File: src/rtl/xor_serial_arbiter_if.sv
// Bundle between two operand requesters and the serial XOR arbiter.
// Handshake: a requester holds reqN_valid/a/b; the pair is taken on the edge where reqN_valid && reqN_ready.
interface xor_serial_arbiter_if #(
    parameter int WIDTH = 8
);
    logic             req0_valid;
    logic [WIDTH-1:0] req0_a;
    logic [WIDTH-1:0] req0_b;
    logic             req0_ready;
    logic             req1_valid;
    logic [WIDTH-1:0] req1_a;
    logic [WIDTH-1:0] req1_b;
    logic             req1_ready;
    logic             res_valid;
    logic             res_id;
    logic [WIDTH-1:0] res_y;
    logic             res_parity;
    logic             busy;

    modport master (
        output req0_valid, req0_a, req0_b, req1_valid, req1_a, req1_b,
        input  req0_ready, req1_ready, res_valid, res_id, res_y, res_parity, busy
    );

    modport slave (
        input  req0_valid, req0_a, req0_b, req1_valid, req1_a, req1_b,
        output req0_ready, req1_ready, res_valid, res_id, res_y, res_parity, busy
    );
endinterface

File: src/rtl/xor_serial_arbiter.sv
// Two-requester round-robin arbiter feeding one shared 1-bit XOR gate, bit-serially.
// Each accepted pair takes WIDTH shift cycles plus one DONE cycle that pulses res_valid.
module xor_serial_arbiter #(
    parameter int WIDTH = 8
) (
    input  logic                clk,
    input  logic                rst,
    xor_serial_arbiter_if.slave bus,
    output logic [1:0]          dbg_state_o
);
    localparam int CW = $clog2(WIDTH);
    localparam logic [1:0] S_IDLE  = 2'd0;
    localparam logic [1:0] S_SHIFT = 2'd1;
    localparam logic [1:0] S_DONE  = 2'd2;
    localparam logic [CW-1:0] LAST_BIT = CW'(WIDTH - 1);

    logic [1:0]       state_q, state_d;
    logic [WIDTH-1:0] a_q, a_d;
    logic [WIDTH-1:0] b_q, b_d;
    logic [WIDTH-2:0] sh_q, sh_d;
    logic             par_q, par_d;
    logic [CW-1:0]    cnt_q, cnt_d;
    logic             owner_q, owner_d;
    logic             last_grant_q, last_grant_d;
    logic             res_valid_q, res_valid_d;
    logic [WIDTH-1:0] res_y_q, res_y_d;
    logic             res_id_q, res_id_d;
    logic             res_parity_q, res_parity_d;

    logic             win0, win1, idle_ok, xfer, y_bit;
    logic [WIDTH-1:0] shifted;

    // The only XOR path for result bits: operand LSBs in, one result bit out.
    xor_gate u_xor (
        .A (a_q[0]),
        .B (b_q[0]),
        .Y (y_bit)
    );

    // On a tie the requester that did not win last time gets the slot.
    assign win0    = bus.req0_valid && (!bus.req1_valid || last_grant_q);
    assign win1    = bus.req1_valid && (!bus.req0_valid || !last_grant_q);
    assign idle_ok = (state_q == S_IDLE) && !rst;
    assign bus.req0_ready = idle_ok && win0;
    assign bus.req1_ready = idle_ok && win1;
    assign xfer    = bus.req0_ready || bus.req1_ready;
    assign shifted = {y_bit, sh_q};

    always_comb begin
        state_d      = state_q;
        a_d          = a_q;
        b_d          = b_q;
        sh_d         = sh_q;
        par_d        = par_q;
        cnt_d        = cnt_q;
        owner_d      = owner_q;
        last_grant_d = last_grant_q;
        res_valid_d  = 1'b0;
        res_y_d      = res_y_q;
        res_id_d     = res_id_q;
        res_parity_d = res_parity_q;
        case (state_q)
            S_IDLE: begin
                if (xfer) begin
                    state_d      = S_SHIFT;
                    a_d          = bus.req1_ready ? bus.req1_a : bus.req0_a;
                    b_d          = bus.req1_ready ? bus.req1_b : bus.req0_b;
                    owner_d      = bus.req1_ready;
                    last_grant_d = bus.req1_ready;
                    sh_d         = '0;
                    par_d        = 1'b0;
                    cnt_d        = '0;
                end
            end
            S_SHIFT: begin
                a_d   = a_q >> 1;
                b_d   = b_q >> 1;
                sh_d  = shifted[WIDTH-1:1];
                par_d = par_q ^ y_bit;
                cnt_d = cnt_q + CW'(1);
                // Last bit: publish the completed word so it is valid during DONE.
                if (cnt_q == LAST_BIT) begin
                    state_d      = S_DONE;
                    res_valid_d  = 1'b1;
                    res_y_d      = shifted;
                    res_id_d     = owner_q;
                    res_parity_d = par_q ^ y_bit;
                end
            end
            S_DONE:  state_d = S_IDLE;
            default: state_d = S_IDLE;
        endcase
    end

    always_ff @(posedge clk) begin
        if (rst) begin
            state_q      <= S_IDLE;
            a_q          <= '0;
            b_q          <= '0;
            sh_q         <= '0;
            par_q        <= 1'b0;
            cnt_q        <= '0;
            owner_q      <= 1'b0;
            last_grant_q <= 1'b1;
            res_valid_q  <= 1'b0;
            res_y_q      <= '0;
            res_id_q     <= 1'b0;
            res_parity_q <= 1'b0;
        end else begin
            state_q      <= state_d;
            a_q          <= a_d;
            b_q          <= b_d;
            sh_q         <= sh_d;
            par_q        <= par_d;
            cnt_q        <= cnt_d;
            owner_q      <= owner_d;
            last_grant_q <= last_grant_d;
            res_valid_q  <= res_valid_d;
            res_y_q      <= res_y_d;
            res_id_q     <= res_id_d;
            res_parity_q <= res_parity_d;
        end
    end

    // A reset landing in DONE abandons that result, so the pulse is masked too.
    assign bus.res_valid  = res_valid_q && !rst;
    assign bus.res_y      = res_y_q;
    assign bus.res_id     = res_id_q;
    assign bus.res_parity = res_parity_q;
    assign bus.busy       = (state_q != S_IDLE);
    assign dbg_state_o    = state_q;
endmodule

module xor_gate (
    input  logic A,
    input  logic B,
    output logic Y
);
    assign Y = A ^ B;
endmodule

File: src/flat_wrapper.sv
// flat-port wrapper written by rule: the top's interface ports become plain ports
module xor_serial_arbiter_flat 
#(
    parameter int WIDTH = 8
)
  (clk, rst, dbg_state_o, bus_req0_valid, bus_req0_a, bus_req0_b, bus_req1_valid, bus_req1_a, bus_req1_b, bus_req0_ready, bus_req1_ready, bus_res_valid, bus_res_id, bus_res_y, bus_res_parity, bus_busy);
  xor_serial_arbiter_if #(.WIDTH(WIDTH)) bus_i ();
  input  logic clk;
  input  logic rst;
  output logic [1:0] dbg_state_o;
  input wire logic [$bits(bus_i.req0_valid)-1:0] bus_req0_valid;
  input wire logic [$bits(bus_i.req0_a)-1:0] bus_req0_a;
  input wire logic [$bits(bus_i.req0_b)-1:0] bus_req0_b;
  input wire logic [$bits(bus_i.req1_valid)-1:0] bus_req1_valid;
  input wire logic [$bits(bus_i.req1_a)-1:0] bus_req1_a;
  input wire logic [$bits(bus_i.req1_b)-1:0] bus_req1_b;
  output wire logic [$bits(bus_i.req0_ready)-1:0] bus_req0_ready;
  output wire logic [$bits(bus_i.req1_ready)-1:0] bus_req1_ready;
  output wire logic [$bits(bus_i.res_valid)-1:0] bus_res_valid;
  output wire logic [$bits(bus_i.res_id)-1:0] bus_res_id;
  output wire logic [$bits(bus_i.res_y)-1:0] bus_res_y;
  output wire logic [$bits(bus_i.res_parity)-1:0] bus_res_parity;
  output wire logic [$bits(bus_i.busy)-1:0] bus_busy;
  assign bus_i.req0_valid = bus_req0_valid;
  assign bus_i.req0_a = bus_req0_a;
  assign bus_i.req0_b = bus_req0_b;
  assign bus_i.req1_valid = bus_req1_valid;
  assign bus_i.req1_a = bus_req1_a;
  assign bus_i.req1_b = bus_req1_b;
  assign bus_req0_ready = bus_i.req0_ready;
  assign bus_req1_ready = bus_i.req1_ready;
  assign bus_res_valid = bus_i.res_valid;
  assign bus_res_id = bus_i.res_id;
  assign bus_res_y = bus_i.res_y;
  assign bus_res_parity = bus_i.res_parity;
  assign bus_busy = bus_i.busy;
  xor_serial_arbiter #(.WIDTH(WIDTH)) u_core (.clk(clk), .rst(rst), .bus(bus_i), .dbg_state_o(dbg_state_o));
endmodule
File: config.mk
export PLATFORM = sky130hd
export DESIGN_NAME = xor_serial_arbiter_flat
export DESIGN_NICKNAME = d
export VERILOG_FILES = /design/src/rtl/xor_serial_arbiter_if.sv /design/src/rtl/xor_serial_arbiter.sv /design/src/flat_wrapper.sv
export SDC_FILE = /design/constraint.sdc
export NUM_CORES = 1
export LEC_CHECK = 0
export ABC_CLOCK_PERIOD_IN_PS = 2160
export BUFFER_PORTS_ARGS = -buffer_cell sky130_fd_sc_hd__buf_4
export CAP_MARGIN = 15
export CORE_ASPECT_RATIO = 0.8
export CORE_UTILIZATION = 35
export CTS_CLUSTER_SIZE = 12
export DETAILED_ROUTE_END_ITERATION = 10
export PLACE_DENSITY_LB_ADDON = 0.15
export SYNTH_ARGS = -nofsm -noshare
export SYNTH_HDL_FRONTEND = slang
export SYNTH_SLANG_ARGS = --single-unit
File: constraint.sdc
create_clock -name clk -period 2.16 [get_ports clk]
set_clock_uncertainty 0.2 [all_clocks]
set_input_delay 0.432 -clock clk [delete_from_list [all_inputs] [get_ports clk]]
set_output_delay 0.432 -clock clk [all_outputs]
set_load 0.05 [all_outputs]
* Word-level counts from Yosys, hierarchy flattened
Cells that the tools add are included.
** Word-level totals
- Flip-flop bits (word level) :: 42
- Latch bits :: 0
- RAM bits :: 0
- Memory bits (read-only) :: 0
- Bits of input ports :: 36
- Output and inout port bits :: 16
- Logic and storage cells :: 57
- Memories kept :: 0
** Operators by class
- Add/subtract/negate cells :: 1
- $mul :: 0
- Divide/modulo/power cells :: 0
- Order comparisons :: 0
- Equal/unequal tests :: 4
- Shift-type cells :: 0
- Muxes and demuxes :: 16
- Bitwise logic cells :: 3
- Reduce and logical (&&, ||, !) cells :: 21
** Operators with widths (number)
- two-way mux 8 bit :: 4
- case mux 8 bit (2 select lines) :: 2
- case mux 7 bit (2 select lines) :: 1
- AND reduction 2 bit :: 4
- two-way mux 7 bit :: 1
- logical AND 1 bit :: 6
- case mux 3 bit (2 select lines) :: 1
- logical NOT 1 bit :: 4
- two-way mux 2 bit :: 2
- != test 2 x 1 -> 1 bit, second input constant :: 2
- case mux 2 bit (2 select lines) :: 1
- nonzero test 2 bit :: 2
- adder 3 x 1 -> 3 bit, second input constant :: 1
- == test 3 bit, second input constant :: 1
- logical OR 1 bit :: 3
- two-way mux 3 bit :: 1
- == test 2 x 1 -> 1 bit, second input constant :: 1
- logical NOT 2 bit :: 1
- two-way mux 1 bit :: 2
- case mux 1 bit (2 select lines) :: 1
- OR reduction 2 bit :: 1
- bitwise XOR 1 bit :: 2
- NOT 1 bit :: 1

* Depth between registers and ports, before layout
Gate-level depths: netlist (run 1).
- Depth in word-level cells :: 7
- Depth in mapped cells :: 6
- Gate-level depth less buffers :: 5

* Modules after synthesis
A second synthesis (run 1) with hierarchy kept.
** Second synthesis, totals
- Cells, all modules :: 216
- Area, all modules :: 1846.8 um^2
** Modules (own cells, without submodules)
- xor_serial_arbiter :: instances 1, cells an instance 215, area an instance 1838.0 um^2
- xor_gate :: instances 1, cells an instance 1, area an instance 8.8 um^2

* Worst setup path after synthesis (run 1)
OpenSTA, ideal clock, no wires.
- Path type :: register -> output
- From :: register u_core.state_q[0] (netlist: u_core.dbg_state_o[0])
- To :: output port bus_req0_ready
- Arrival :: 2.242 ns
- Setup slack :: -0.714 ns
- Stages on the path, launching flop included :: 4
- Cells stage by stage :: dfxtp_1 > buf_6 > or3b_2 > nor3_1
** On the way
- Longest elaborated chain between the ends :: 3
** Ends and longest elaborated chain
- from (decl) :: line xor_serial_arbiter.sv:17 : logic [1:0] state_q, state_d;
- from (signal assigned) :: line xor_serial_arbiter.sv:110 : state_q <= state_d;
- logical NOT 2 bit :: line xor_serial_arbiter.sv:43 : assign idle_ok = (state_q == S_IDLE) && !rst;
- logical AND 1 bit :: line xor_serial_arbiter.sv:43
- logical AND 1 bit :: line xor_serial_arbiter.sv:44 : assign bus.req0_ready = idle_ok && win0;
- to (decl) :: line flat_wrapper.sv:17 : output wire logic [$bits(bus_i.req0_ready)-1:0] bus_req0_ready;
Every way passes these cells.

* Worst setup path in the final report (run 1)
- From :: register u_core.state_q[0] (netlist: u_core.dbg_state_o[0])
- To :: output port bus_req1_ready
** On the way
- Longest elaborated chain between the ends :: 3
** Ends and longest elaborated chain
- logical NOT 2 bit :: line xor_serial_arbiter.sv:43
- logical AND 1 bit :: line xor_serial_arbiter.sv:43
- logical AND 1 bit :: line xor_serial_arbiter.sv:45 : assign bus.req1_ready = idle_ok && win1;
- to (decl) :: line flat_wrapper.sv:18 : output wire logic [$bits(bus_i.req1_ready)-1:0] bus_req1_ready;
Every way passes these cells.

==> reports/qor.csv, run 1 <==
stage;metric;value;unit
drt;vias per inst;5.359;
drt;routed via count;1881;
setup_path;startpoint-to-endpoint class of the critical path;reg -> out;
timing;final hold violations;0;
finish;share of post-route cells with drive strength above 1;0.3040;
setup_path;kind of start point of the critical path;flip-flop;
finish;fin cells;351;
finish;diode count;0;
timing;Period Utilization, post-route;0.9574;
clocking;clock buffers created by TritonCTS;5;
setup_path;critical path cell sequence;or3b_1, nor2_4, buf_4;
timing;Max-Slew Margin vs Limit;0.5386;
timing;Final min period;2.068;ns
clocking;clock tree from TritonCTS;yes;
timing;final setup violation count;0;
drt;met3 routed wirelength;245;µm
synthesis;cells taking the most area after synthesis;sky130_fd_sc_hd__dfxtp_1 (42%), sky130_fd_sc_hd__a221oi_1 (6.1%), sky130_fd_sc_hd__o2111ai_1 (6.1%);
synthesis;syn nets;260;
drt;Met1 Routed Length;2680;µm
synthesis;area leader, netlist;sky130_fd_sc_hd__dfxtp_1;
min_path;worst min-delay path category;in -> reg;
setup_path;launch point of the critical path;u_core.dbg_state_o[0];
synthesis;synthesized instance count;222;
setup_path;maximum fanout count along the critical path;10;
timing;unrepaired setup endpoints after global routing;false;
placement;# placed instances;343;
global_route;first-pass GRT wire length;8832;µm
synthesis;share of flip-flops with an asynchronous set or reset;0;
synthesis;sequential cell area fraction in the yosys report;0.4171;
synthesis;top cell type's share of synthesized area;0.4171;
timing;final worst setup slack;0.09192;ns
finish;number of fill cells;567;
drt;post-route antenna net violation count;0;
die;number of ports placed on the die boundary;52;
setup_path;beginning of the worst register-to-register path;u_core.dbg_state_o[1];
drt;uppermost layer routed;met4;
clocking;number of buffers inserted by hold repair at cts;0;
clocking;number of clock sinks;42;
drt;detailed-routing iteration count for the pre-antenna-repair pass;4;
finish;synthesis-to-layout area growth;30.97;%
synthesis;Post-Synthesis Mean Instance Area;9.080;µm²
global_route;Overall Global Routing Usage;0.1888;
setup_path;Crit path arrival time;1.44;ns
run_status;outcome;complete, no violations;
timing;transition time of the tightest slew-check pin;0.6907;ns
die;Std-Cell Rows;24;
clocking;clock insertion delay at the later pin of the skew report;0.30;ns
synthesis;count of flip-flops with a built-in enable after synthesis;0;
min_path;hold_sp;bus_req1_a[3];
synthesis;Yosys reg bits;42;
timing;setup tns final;0;ns
drt;starting DRC count in detailed routing;115;
drt;wire length per cell;14.86;µm
die;die height;69.88;µm
power_and_ir_drop;P per Cell Area;749.1;nW/µm²
placement;final weighted congestion in routability-driven placement;0.7576;
clocking;clock buffer depth;2;
finish;multi-input combinational cell area;1070;µm²
setup_path;master of the slowest instance on the critical path;sky130_fd_sc_hd__or3b_1;
finish;Post-layout nets;310;
global_route;largest net degree at the start of global routing;24;
die;die area;6068;µm²
power_and_ir_drop;Design Power;1.978;mW
placement;Port Buffers;51;
setup_path;Data required, critical path;1.53;ns
timing;Pins Over Slew Limit;0;
drt;DRC violation count after routing;0;
finish;Register Area;843.3;µm²
setup_path;CP max stage delay;0.42;ns
power_and_ir_drop;peak supply drop;0.0003397;V
drt;post-detailed-routing wire length;5215;µm
clocking;H-tree depth reported by CTS;2;
placement;dpl ws;0.1006;ns
power_and_ir_drop;P_leak;1.037;nW
clocking;clock-pin slew of the registers on the worst-case setup and hold paths;0.08;ns
global_route;initial antenna violation count;0;
setup_path;critical path capture point type;primary output;
die;Chip Width;86.85;µm
die;Starting Density;0.3668;
global_route;vias in the first global route;1781;
clocking;clock root cell;sky130_fd_sc_hd__clkbuf_8;
placement;sum of net half-perimeters after detailed placement;3641;µm
synthesis;Warnings, synthesis;0;
timing;Highest Clock Rate;483.5;MHz
synthesis;most instantiated flip-flop cell in the synthesis netlist;sky130_fd_sc_hd__dfxtp_1;
synthesis;Mapped Area;2016;µm²
global_route;global-route congestion overflow total;0;
synthesis;Distinct cells, synth;38;
job;Max-Cap Viols;0;
die;standard cell core area;5495;µm²
setup_path;Top delay family on crit path;simple AND/OR/NAND/NOR gates;
drt;detailed route wirelength on metal2;2201;µm
setup_path;crit path buf inv count;1;
setup_path;internal reg-to-reg setup slack;0.40;ns
final timing paths:
| check | cells after the start | to |
|---|---|---|
| hold reg to reg | 2 | u_core.bus.res_y[3] |
| setup / recovery | 3 | bus_req1_ready |
| hold / removal | 3 | u_core.a_q[3] |
| setup reg to reg | 4 | u_core.sh_q[3] |
tightest hold or removal path: stages:
cell	delay, ns
sky130_fd_sc_hd__buf_4	0.08
sky130_fd_sc_hd__nand3_1	0.05
sky130_fd_sc_hd__o211ai_1	0.08
flip-flops by register name, summed over array words and instances, names as in the netlist:
name and cells:
u_core.bus.res_parity 1, u_core.a_q 8, u_core.owner_q 1, u_core.bus.res_id 1
u_core.dbg_state_o 2, u_core.par_q 1, u_core.last_grant_q 1, u_core.b_q 8
u_core.sh_q 7, u_core.bus.res_y 8, u_core.cnt_q 3, u_core.res_valid_q 1
logic make-up (layout without fill, tap and decap cells):
kind of cell             count (synthesis)  count (layout)  synth area share
AND/OR/NAND/NOR                         76              76            0.2011
flip-flops                              42              42            0.4171
XOR/XNOR                                 2               2          0.008692
adder cells (fa/ha/maj)                  2               2           0.01241
multiplexers                             1               1          0.004966
AO/OA/AOI/OAI                           76              76            0.2930
buffers and inverters                   23              74           0.06270
area by class of cell:
cell class                      instances  area share
Clock buffer                            5     0.02607
Inverter                                2    0.002844
Timing Repair Buffer                   64      0.1834
Sequential cell                        42      0.3194
Tap cell                               78     0.03697
Clock inverter                          3     0.02607
Multi-Input combinational cell        157      0.4052
metrics by stage:
step / utilization / cell area (µm²) / hold WS [ns]
after global routing: 0.4804 / 2640 / 0.1739
after CTS: 0.4804 / 2640 / 0.1680
after detailed placement: 0.4542 / 2496 / 0.2468
final: 0.4804 / 2640 / 0.1721
after global placement: 0.4542 / 2496 / 0.2460
after floorplan: - / 2037 / 0.2316
timing repair:
action                     in CTS  in global routing
gates resized for setup         2                  0
setup buffers                   0                  0
setup endpoints to repair       1                  0
where the power goes:
group          switching (mW)  internal [mW]
sequential             0.0450          0.829
combinational           0.197          0.158
clock                   0.285          0.463
total                   0.528           1.45
cell usage after synthesis, types with 2 or more instances:
master / count
sky130_fd_sc_hd__a311oi_1: 2
sky130_fd_sc_hd__buf_2: 8
sky130_fd_sc_hd__a21o_1: 3
sky130_fd_sc_hd__o211ai_1: 14
sky130_fd_sc_hd__dfxtp_1: 42
sky130_fd_sc_hd__nor2_1: 11
sky130_fd_sc_hd__nor3_1: 2
sky130_fd_sc_hd__a221oi_1: 14
sky130_fd_sc_hd__o21ba_2: 3
sky130_fd_sc_hd__xor2_1: 2
sky130_fd_sc_hd__clkbuf_1: 7
sky130_fd_sc_hd__inv_1: 2
sky130_fd_sc_hd__buf_1: 2
sky130_fd_sc_hd__nand3_1: 16
sky130_fd_sc_hd__a21oi_1: 10
sky130_fd_sc_hd__nor2b_1: 5
sky130_fd_sc_hd__o2111ai_1: 14
sky130_fd_sc_hd__a22o_1: 9
sky130_fd_sc_hd__o21ai_0: 5
sky130_fd_sc_hd__nand2_1: 17
sky130_fd_sc_hd__buf_6: 2
sky130_fd_sc_hd__and2_1: 15
sky130_fd_sc_hd__ha_1: 2
layer usage:
layer	vias to the layer above	track usage
met4	0	0.07778
met5	-	0
met3	7	0.04137
li1	941	-
met2	40	0.2607
met1	893	0.2802
placed cells by master, fill, tap and decap left out, drive strengths merged, types with 3 or more instances in the layout:
master,netlist,routed
a22o,9,9
a221oi,14,14
o21ba,3,3
o2111ai,14,14
nor3,3,3
nand2,17,17
o21ai,5,5
a21oi,10,10
a21o,3,3
clkbuf,7,5
and2,15,15
nand3,16,16
buf,14,64
o211ai,14,14
dfxtp,42,42
nor2b,5,5
nor2,11,11
(Power assumes the default switching activity.)
==> run 2: changes to the inputs <==
--- a/config.mk
+++ b/config.mk
@@ -5,6 +5,7 @@
 export SDC_FILE = /design/constraint.sdc
 export NUM_CORES = 1
 export LEC_CHECK = 0
+export ABC_AREA = 1
 export ABC_CLOCK_PERIOD_IN_PS = 2160
 export BUFFER_PORTS_ARGS = -buffer_cell sky130_fd_sc_hd__buf_4
 export CAP_MARGIN = 15
==> run 2 against run 1 <==
Net effect:
- combinational power grew 20%
- sequential share of layout area decreased by 0.80 points
- first-iteration DRC count fell by 17%
- global-route usage down 3.2 points
- sequential power down 3.8%
- worst setup slack improved by 0.041 ns
- final area grew 2.3%
- area after synthesis grew 2.9%
- critical path type unchanged
- largest cell class unchanged
- highest routed layer unchanged
==> reports/qor.csv, run 2 <==
stage;metric;value;unit;change
run_status;outcome;complete, no violations;;unchanged
drt;DRC violation count after routing;0;;unchanged
drt;detailed-routing iteration count for the pre-antenna-repair pass;4;;unchanged
clocking;clock insertion delay at the later pin of the skew report;0.30;ns;about the same
synthesis;Yosys reg bits;42;;unchanged
synthesis;share of flip-flops with an asynchronous set or reset;0;;unchanged
finish;final core utilization;0.4834;;was 0.4804
drt;wire length per cell;10.89;µm;was 14.86 µm
drt;post-route antenna net violation count;0;;unchanged
clocking;clock tree from TritonCTS;yes;;unchanged
clocking;clock buffer depth;2;;unchanged
synthesis;count of flip-flops with a built-in enable after synthesis;0;;unchanged
synthesis;cells taking the most area after synthesis;sky130_fd_sc_hd__dfxtp_1 (41%), sky130_fd_sc_hd__nand2_1 (17%), sky130_fd_sc_hd__nand3_1 (12%);;was sky130_fd_sc_hd__dfxtp_1 (42%), sky130_fd_sc_hd__a221oi_1 (6.1%), sky130_fd_sc_hd__o2111ai_1 (6.1%)
timing;final worst setup slack;0.1329;ns;was 0.09192 ns
finish;number of fill cells;575;;was 567
power_and_ir_drop;P per Cell Area;746.4;nW/µm²;was 749.1 nW/µm²
global_route;Overall Global Routing Usage;0.1567;;was 0.1888
timing;unrepaired setup endpoints after global routing;false;;unchanged
setup_path;Crit path arrival time;1.40;ns;was 1.44 ns
setup_path;kind of start point of the critical path;flip-flop;;unchanged
synthesis;syn nets;331;;was 260
finish;Post-layout nets;387;;was 310
finish;Final Cell Area;2700;µm²;was 2640 µm²
synthesis;Warnings, synthesis;0;;unchanged
die;Chip Width;88.05;µm;was 86.85 µm
clocking;clock-pin slew of the registers on the worst-case setup and hold paths;0.09;ns;was 0.08 ns
setup_path;CP max stage delay;0.34;ns;was 0.42 ns
finish;most common library cell in the layout ignoring fill and taps;sky130_fd_sc_hd__nand2_1;;was sky130_fd_sc_hd__buf_4
timing;Highest Clock Rate;493.3;MHz;was 483.5 MHz
die;Starting Density;0.3712;;was 0.3668
global_route;first-pass GRT wire length;7686;µm;was 8832 µm
global_route;largest net degree at the start of global routing;23;;was 24
setup_path;internal reg-to-reg setup slack;0.42;ns;was 0.40 ns
timing;Period Utilization, post-route;0.9385;;was 0.9574
drt;starting DRC count in detailed routing;95;;was 115
clocking;number of clock sinks;42;;unchanged
power_and_ir_drop;peak supply drop;0.0004018;V;was 0.0003397 V
die;standard cell core area;5585;µm²;was 5495 µm²
synthesis;sequential cell area fraction in the yosys report;0.4056;;was 0.4171
timing;Pins Over Slew Limit;0;;unchanged
finish;diode count;0;;unchanged
die;Std-Cell Rows;24;;unchanged
synthesis;Distinct cells, synth;26;;was 38
drt;post-detailed-routing wire length;4660;µm;was 5215 µm
synthesis;commonest cells in the netlist;sky130_fd_sc_hd__nand2_1 (93), sky130_fd_sc_hd__nand3_1 (51), sky130_fd_sc_hd__dfxtp_1 (42);;was sky130_fd_sc_hd__dfxtp_1 (42), sky130_fd_sc_hd__nand2_1 (17), sky130_fd_sc_hd__nand3_1 (16)
timing;final hold violations;0;;unchanged
setup_path;Reg2Reg Depth;6;;was 4
clocking;H-tree depth reported by CTS;2;;unchanged
placement;# placed instances;416;;was 343
setup_path;startpoint-to-endpoint class of the critical path;reg -> out;;unchanged
power_and_ir_drop;P_leak;1.348;nW;was 1.037 nW
synthesis;area leader, netlist;sky130_fd_sc_hd__dfxtp_1;;unchanged
setup_path;launch point of the critical path;u_core.dbg_state_o[1];;was u_core.dbg_state_o[0]
global_route;vias in the first global route;1711;;was 1781
setup_path;worst setup path endpoint;bus_req1_ready;;unchanged
synthesis;most instantiated flip-flop cell in the synthesis netlist;sky130_fd_sc_hd__dfxtp_1;;unchanged
timing;Max-Slew Margin vs Limit;0.6955;;was 0.5386
placement;Port Buffers;51;;unchanged
placement;dpl ws;0.2480;ns;was 0.1006 ns
placement;sum of net half-perimeters after detailed placement;3318;µm;was 3641 µm
synthesis;Mapped Area;2073;µm²;was 2016 µm²
setup_path;Reg-to-Reg End;u_core.bus.res_y[1];;was u_core.sh_q[3]
clocking;clock root cell;sky130_fd_sc_hd__clkbuf_8;;unchanged
die;die height;70.84;µm;was 69.88 µm
global_route;global-route congestion overflow total;0;;unchanged
clocking;clock buffers created by TritonCTS;5;;unchanged
finish;share of post-route cells with drive strength above 1;0.2457;;was 0.3040
global_route;initial antenna violation count;0;;unchanged
setup_path;maximum fanout count along the critical path;6;;was 10
setup_path;master of the slowest instance on the critical path;sky130_fd_sc_hd__dfxtp_1;;was sky130_fd_sc_hd__or3b_1
die;die area;6237;µm²;was 6068 µm²
min_path;worst min-delay path category;reg -> reg;;was in -> reg
setup_path;critical path capture point type;primary output;;unchanged
drt;vias per inst;4.486;;was 5.359
drt;routed via count;1920;;was 1881
timing;setup tns final;0;ns;unchanged
placement;Placed Instance Area;2532;µm²;was 2496 µm²
placement;final weighted congestion in routability-driven placement;0.7159;;was 0.7576
setup_path;Data required, critical path;1.53;ns;about the same
finish;top library cells by usage in the layout, fill and taps aside;sky130_fd_sc_hd__nand2_1 (93), sky130_fd_sc_hd__buf_4 (64), sky130_fd_sc_hd__nand3_1 (51), sky130_fd_sc_hd__dfxtp_1 (42), sky130_fd_sc_hd__inv_1 (36);;was sky130_fd_sc_hd__buf_4 (63), sky130_fd_sc_hd__dfxtp_1 (40), sky130_fd_sc_hd__nand2_1 (17), sky130_fd_sc_hd__nand3_1 (16), sky130_fd_sc_hd__and2_1 (15)
synthesis;most instantiated library cell after synthesis;sky130_fd_sc_hd__nand2_1;;was sky130_fd_sc_hd__dfxtp_1
synthesis;Post-Synthesis Mean Instance Area;7.076;µm²;was 9.080 µm²
power_and_ir_drop;Design Power;2.015;mW;was 1.978 mW
timing;minimum hold slack;0.2636;ns;was 0.1721 ns
setup_path;critical path cell sequence;nor2_2, nand2_4, nor2_8, buf_4;;was or3b_1, nor2_4, buf_4
synthesis;synthesized instance count;293;;was 222
timing;Final min period;2.027;ns;was 2.068 ns
timing;transition time of the tightest slew-check pin;0.4562;ns;was 0.6907 ns
job;Max-Cap Viols;0;;unchanged
synthesis;top cell type's share of synthesized area;0.4056;;was 0.4171
setup_path;beginning of the worst register-to-register path;u_core.dbg_state_o[0];;was u_core.dbg_state_o[1]
die;number of ports placed on the die boundary;52;;unchanged
finish;synthesis-to-layout area growth;30.24;%;was 30.97%
finish;fin cells;428;;was 351
timing;final setup violation count;0;;unchanged
-- run 2: changes by cell type after synthesis, sizes merged, moves of 8 or more --
| cell | change |
|---|---|
| a21oi | +8 |
| a221oi | -14 |
| a22o | -9 |
| and2 | -15 |
| inv | +36 |
| nand2 | +79 |
| nand3 | +35 |
| o2111ai | -14 |
| o211ai | -13 |
| o21bai | +14 |
-- run 2: kinds of logic (layout without fill, tap and decap cells) --
logic type,count (synthesis),after routing,synth area share
DFF,42,42,0.4056
adders and majority gates,2,2,0.01207
xor gates and xnor gates,1,1,0.004225
buffers and inverters,53,110,0.1116
AOI/OAI and AO/OA,36,36,0.1116
and+or+nand+nor,159,159,0.3549
-- run 2: routing by layer --
layer  routed length (µm)  GRT usage
met1                 2417     0.2214
met2                 1981     0.2377
met3                  227    0.04201
met4                   34    0.03763
met5                    0          0
-- run 2: how the worst min path moves through the flow --
stage               slack [ns]               from  depth (start not counted)             endpoint
floorplan                 0.24     u_core.sh_q[1]                          2  u_core.bus.res_y[1]
global placement          0.25     u_core.sh_q[0]                          2       u_core.sh_q[0]
detailed placement        0.25  u_core.bus.res_id                          2    u_core.bus.res_id
CTS                       0.27  u_core.bus.res_id                          2    u_core.bus.res_id
global route              0.28     u_core.sh_q[0]                          2       u_core.sh_q[0]
finish                    0.26  u_core.bus.res_id                          2    u_core.bus.res_id
-- run 2: power breakdown --
group | internal [mW] | leakage (nW) | total (mW) | switching [mW]
sequential | 0.816 | 0.341 | 0.841 | 0.0249
combinational | 0.169 | 0.938 | 0.428 | 0.259
clock | 0.463 | 0.0683 | 0.747 | 0.284
total | 1.45 | 1.35 | 2.02 | 0.568
-- run 2: final cells by class --
type	instances	area, µm²	area share
flip-flops and latches	42	840.8	0.3114
inverters	38	142.6	0.05283
clock buffers	5	68.82	0.02549
multi-input cells	198	1001	0.3707
clock inverters	3	68.82	0.02549
well taps	78	97.59	0.03614
repair buffers	64	480.5	0.1779
-- run 2: critical path: cells and delay by family (launching register included) --
kind,cells,cell delay [ns]
AND/OR/NAND/NOR,3,0.52
flip-flops,1,0.34
buffers and inverters,1,0.23
-- run 2: repair_timing --
| item | CTS | global route |
|---|---|---|
| gates resized for setup | 0 | 0 |
| setup endpoints to repair | 1 | 2 |
| hold buffers | 0 | 0 |
| setup buffers | 0 | 4 |
| pin swaps | 1 | 2 |
==> run 3: changes to the inputs <==
--- a/config.mk
+++ b/config.mk
@@ -9,11 +9,14 @@
 export ABC_CLOCK_PERIOD_IN_PS = 2160
 export BUFFER_PORTS_ARGS = -buffer_cell sky130_fd_sc_hd__buf_4
 export CAP_MARGIN = 15
+export CELL_PAD_IN_SITES_DETAIL_PLACEMENT = 0
+export CELL_PAD_IN_SITES_GLOBAL_PLACEMENT = 1
 export CORE_ASPECT_RATIO = 0.8
-export CORE_UTILIZATION = 35
+export CORE_UTILIZATION = 37
 export CTS_CLUSTER_SIZE = 12
 export DETAILED_ROUTE_END_ITERATION = 10
 export PLACE_DENSITY_LB_ADDON = 0.15
 export SYNTH_ARGS = -nofsm -noshare
 export SYNTH_HDL_FRONTEND = slang
+export SYNTH_HIERARCHICAL = 1
 export SYNTH_SLANG_ARGS = --single-unit
==> run 3 against run 2 <==
Net effect:
- critical path depth unchanged
- via count increased by 1.7%
- worst setup slack lost 0.027 ns
- critical path type unchanged
- critical endpoint unchanged
==> reports/qor.csv, run 3 <==
stage;metric;value;unit;change
run_status;outcome;complete, no violations;;unchanged
timing;transition time of the tightest slew-check pin;0.5249;ns;was 0.4562 ns
global_route;first-pass GRT wire length;8286;µm;was 7686 µm
global_route;largest net degree at the start of global routing;25;;was 23
drt;starting DRC count in detailed routing;114;;was 95
drt;vias per inst;4.726;;was 4.486
synthesis;syn nets;333;;was 331
setup_path;Data required, critical path;1.53;ns;about the same
timing;Period Utilization, post-route;0.9511;;was 0.9385
synthesis;synthesized instance count;295;;was 293
placement;Port Buffers;51;;unchanged
drt;DRC violation count after routing;0;;unchanged
finish;multi-input combinational cell area;985.9;µm²;was 1001 µm²
synthesis;multiplexer share of the synthesized area;0;;unchanged
finish;share of post-route cells with drive strength above 1;0.2308;;was 0.2457
power_and_ir_drop;internal power component;1.190;mW;was 1.448 mW
synthesis;sequential cell area fraction in the yosys report;0.4090;;was 0.4056
min_path;worst min-delay path category;reg -> reg;;unchanged
die;die height;68.67;µm;was 70.84 µm
die;number of ports placed on the die boundary;52;;unchanged
synthesis;count of flip-flops with a built-in enable after synthesis;0;;unchanged
global_route;global-route congestion overflow total;0;;unchanged
synthesis;Warnings, synthesis;6;;was 0
power_and_ir_drop;net switching power;0.4628;mW;was 0.5678 mW
finish;Final Cell Area;2611;µm²;was 2700 µm²
power_and_ir_drop;peak supply drop;0.0003005;V;was 0.0004018 V
setup_path;kind of start point of the critical path;flip-flop;;unchanged
die;Chip Width;85.34;µm;was 88.05 µm
setup_path;Crit path arrival time;1.42;ns;was 1.40 ns
power_and_ir_drop;share of power burned in combinational logic;0.190;;was 0.212
placement;sum of net half-perimeters after detailed placement;3475;µm;was 3318 µm
global_route;vias in the first global route;1769;;was 1711
drt;routed via count;1952;;was 1920
synthesis;Yosys reg bits;42;;unchanged
timing;final setup violation count;0;;unchanged
synthesis;Synth Area in XOR/XNOR;0.004260;;was 0.004225
finish;number of fill cells;556;;was 575
clocking;clock insertion delay at the later pin of the skew report;0.28;ns;was 0.30 ns
finish;final core utilization;0.5041;;was 0.4834
synthesis;area leader, netlist;sky130_fd_sc_hd__dfxtp_1;;unchanged
drt;post-route antenna net violation count;0;;unchanged
job;Max-Cap Viols;0;;unchanged
die;die area;5860;µm²;was 6237 µm²
synthesis;most instantiated library cell after synthesis;sky130_fd_sc_hd__nand2_1;;unchanged
global_route;initial antenna violation count;0;;unchanged
timing;final hold violations;0;;unchanged
clocking;H-tree depth reported by CTS;2;;unchanged
placement;Placed Instance Area;2497;µm²;was 2532 µm²
finish;synthesis-to-layout area growth;27.02;%;was 30.24%
drt;wire length per cell;12.02;µm;was 10.89 µm
global_route;Overall Global Routing Usage;0.1815;;was 0.1567
synthesis;cells taking the most area after synthesis;sky130_fd_sc_hd__dfxtp_1 (41%), sky130_fd_sc_hd__nand2_1 (18%), sky130_fd_sc_hd__nand3_1 (13%);;was sky130_fd_sc_hd__dfxtp_1 (41%), sky130_fd_sc_hd__nand2_1 (17%), sky130_fd_sc_hd__nand3_1 (12%)
synthesis;share of flip-flops with an asynchronous set or reset;0;;unchanged
finish;diode count;0;;unchanged
power_and_ir_drop;Sw Ratio;0.2800;;was 0.2817
clocking;number of clock sinks;42;;unchanged
timing;Highest Clock Rate;486.8;MHz;was 493.3 MHz
drt;detailed-routing iteration count for the pre-antenna-repair pass;4;;unchanged
finish;most common library cell in the layout ignoring fill and taps;sky130_fd_sc_hd__nand2_1;;unchanged
synthesis;commonest cells in the netlist;sky130_fd_sc_hd__nand2_1 (97), sky130_fd_sc_hd__nand3_1 (52), sky130_fd_sc_hd__dfxtp_1 (42);;was sky130_fd_sc_hd__nand2_1 (93), sky130_fd_sc_hd__nand3_1 (51), sky130_fd_sc_hd__dfxtp_1 (42)
synthesis;most instantiated flip-flop cell in the synthesis netlist;sky130_fd_sc_hd__dfxtp_1;;unchanged
power_and_ir_drop;P_leak;1.326;nW;was 1.348 nW
clocking;clock root cell;sky130_fd_sc_hd__clkbuf_8;;unchanged
setup_path;critical path capture point type;primary output;;unchanged
placement;final weighted congestion in routability-driven placement;0.7392;;was 0.7159
clocking;clock tree from TritonCTS;yes;;unchanged
finish;top library cells by usage in the layout, fill and taps aside;sky130_fd_sc_hd__nand2_1 (97), sky130_fd_sc_hd__buf_4 (63), sky130_fd_sc_hd__nand3_1 (52), sky130_fd_sc_hd__dfxtp_1 (42), sky130_fd_sc_hd__inv_1 (37);;was sky130_fd_sc_hd__nand2_1 (93), sky130_fd_sc_hd__buf_4 (64), sky130_fd_sc_hd__nand3_1 (51), sky130_fd_sc_hd__dfxtp_1 (42), sky130_fd_sc_hd__inv_1 (36)
synthesis;top cell type's share of synthesized area;0.4090;;was 0.4056
timing;Max-Slew Margin vs Limit;0.6497;;was 0.6955
synthesis;Distinct cells, synth;23;;was 26
die;standard cell core area;5180;µm²;was 5585 µm²
timing;setup tns final;0;ns;unchanged
setup_path;critical path cell sequence;nor2_4, nand2_4, nor2_8, buf_4;;was nor2_2, nand2_4, nor2_8, buf_4
power_and_ir_drop;P per Cell Area;633.1;nW/µm²;was 746.4 nW/µm²
synthesis;Mapped Area;2056;µm²;was 2073 µm²
setup_path;CP max stage delay;0.35;ns;was 0.34 ns
synthesis;area fraction in compound gates after synthesis;0.1065;;was 0.1116
power_and_ir_drop;sequential share of power;0.498;;was 0.417
power_and_ir_drop;clock power share;0.312;;was 0.371
clocking;clock buffer depth;2;;unchanged
setup_path;master of the slowest instance on the critical path;sky130_fd_sc_hd__dfxtp_1;;unchanged
timing;Final min period;2.054;ns;was 2.027 ns
die;Starting Density;0.3969;;was 0.3712
clocking;clock-pin slew of the registers on the worst-case setup and hold paths;0.08;ns;was 0.09 ns
timing;Pins Over Slew Limit;0;;unchanged
synthesis;basic-gate share of the synthesized area counting and, or, nand and nor cells;0.3567;;was 0.3549
synthesis;Post-Synthesis Mean Instance Area;6.969;µm²;was 7.076 µm²
finish;Register Area;840.8;µm²;unchanged
synthesis;largest family of logic cells by synthesized area;simple AND/OR/NAND/NOR gates;;unchanged
setup_path;maximum fanout count along the critical path;17;;was 6
drt;post-detailed-routing wire length;4965;µm;was 4660 µm
timing;unrepaired setup endpoints after global routing;false;;unchanged
die;Std-Cell Rows;23;;was 24
clocking;clock buffers created by TritonCTS;5;;unchanged
finish;Post-layout nets;388;;was 387
synthesis;adder-cell share of the synthesized area;0.01217;;was 0.01207
setup_path;startpoint-to-endpoint class of the critical path;reg -> out;;unchanged
[run 3: changes by cell type after synthesis, sizes merged]
cell	before	now
clkbuf	4	2
xor2	0	1
o31ai	1	0
nor2	11	12
buf	11	13
or2	1	0
xnor2	1	0
nand3	51	52
a21oi	18	17
nand2	96	99
[run 3: power by group through the flow]
stage / registers (mW) / clock network (mW) / logic (mW)
floorplan: 0.843 / 0 / 0.204
global placement: 0.842 / 0 / 0.309
detailed placement: 0.842 / 0 / 0.310
CTS: 0.824 / 0.537 / 0.311
global route: 0.828 / 0.566 / 0.350
finish: 0.824 / 0.516 / 0.313
[run 3: layout make-up]
cell class | instances | share of cell area
repair buffers | 63 | 0.1811
clock inverters | 1 | 0.001917
clock buffers | 7 | 0.03306
multi-input cells | 200 | 0.3776
well taps | 62 | 0.02971
flip-flops and latches | 42 | 0.3220
inverters | 38 | 0.05462
[run 3: kinds of logic after synthesis]
group | count (synthesis)
xor+xnor | 1
compound gates | 34
fa+ha+maj | 2
simple gates | 163
buf+inv | 53
flops | 42
[run 3: stage by stage]
| stage | total power, mW | hold slack [ns] | worst slack [ns] | instances |
|---|---|---|---|---|
| 3_5_place_dp | 1.152 | 0.2566 | 0.2570 | 402 |
| 6_report | 1.653 | 0.2634 | 0.1056 | 413 |
| 2_1_floorplan | 1.047 | 0.2386 | 0.02364 | 295 |
| 5_1_grt | 1.744 | 0.2832 | 0.02180 | 413 |
| 3_3_place_gp | 1.150 | 0.2522 | 0.2662 | 402 |
| 4_1_cts | 1.673 | 0.2686 | 0.05136 | 410 |
[run 3: what timing repair did]
action | in CTS | in global routing
buffers inserted | 0 | 3
endpoints found under the setup margin | 0 | 1
endpoints found under the hold margin | 0 | 0
hold buffers | 0 | 0
resized for setup | 0 | 0
[run 3: worst max-delay path: cells and delay by family (launching register included)]
kind / cells / cell delay (ns)
simple gates: 3 / 0.55
flops: 1 / 0.35
buf+inv: 1 / 0.23
[run 3: layer usage]
metal  global-route usage  vias to the layer above  wire (µm)
li1                     -                     1035          -
met1               0.2480                      878       2655
met2               0.2933                       37       2034
met3              0.03929                        2        254
met4              0.05000                        0         20
met5                    0                        -          0
[run 3: final timing paths]
path	startpoint	to	slack [ns]	depth (start not counted)
min	u_core/bus.res_id	u_core/bus.res_id	0.26	2
min reg2reg	u_core/bus.res_id	u_core/bus.res_id	0.26	2
max reg2reg	u_core/dbg_state_o[1]	u_core/a_q[0]	0.29	9
max	u_core/dbg_state_o[0]	bus_req1_ready	0.11	4
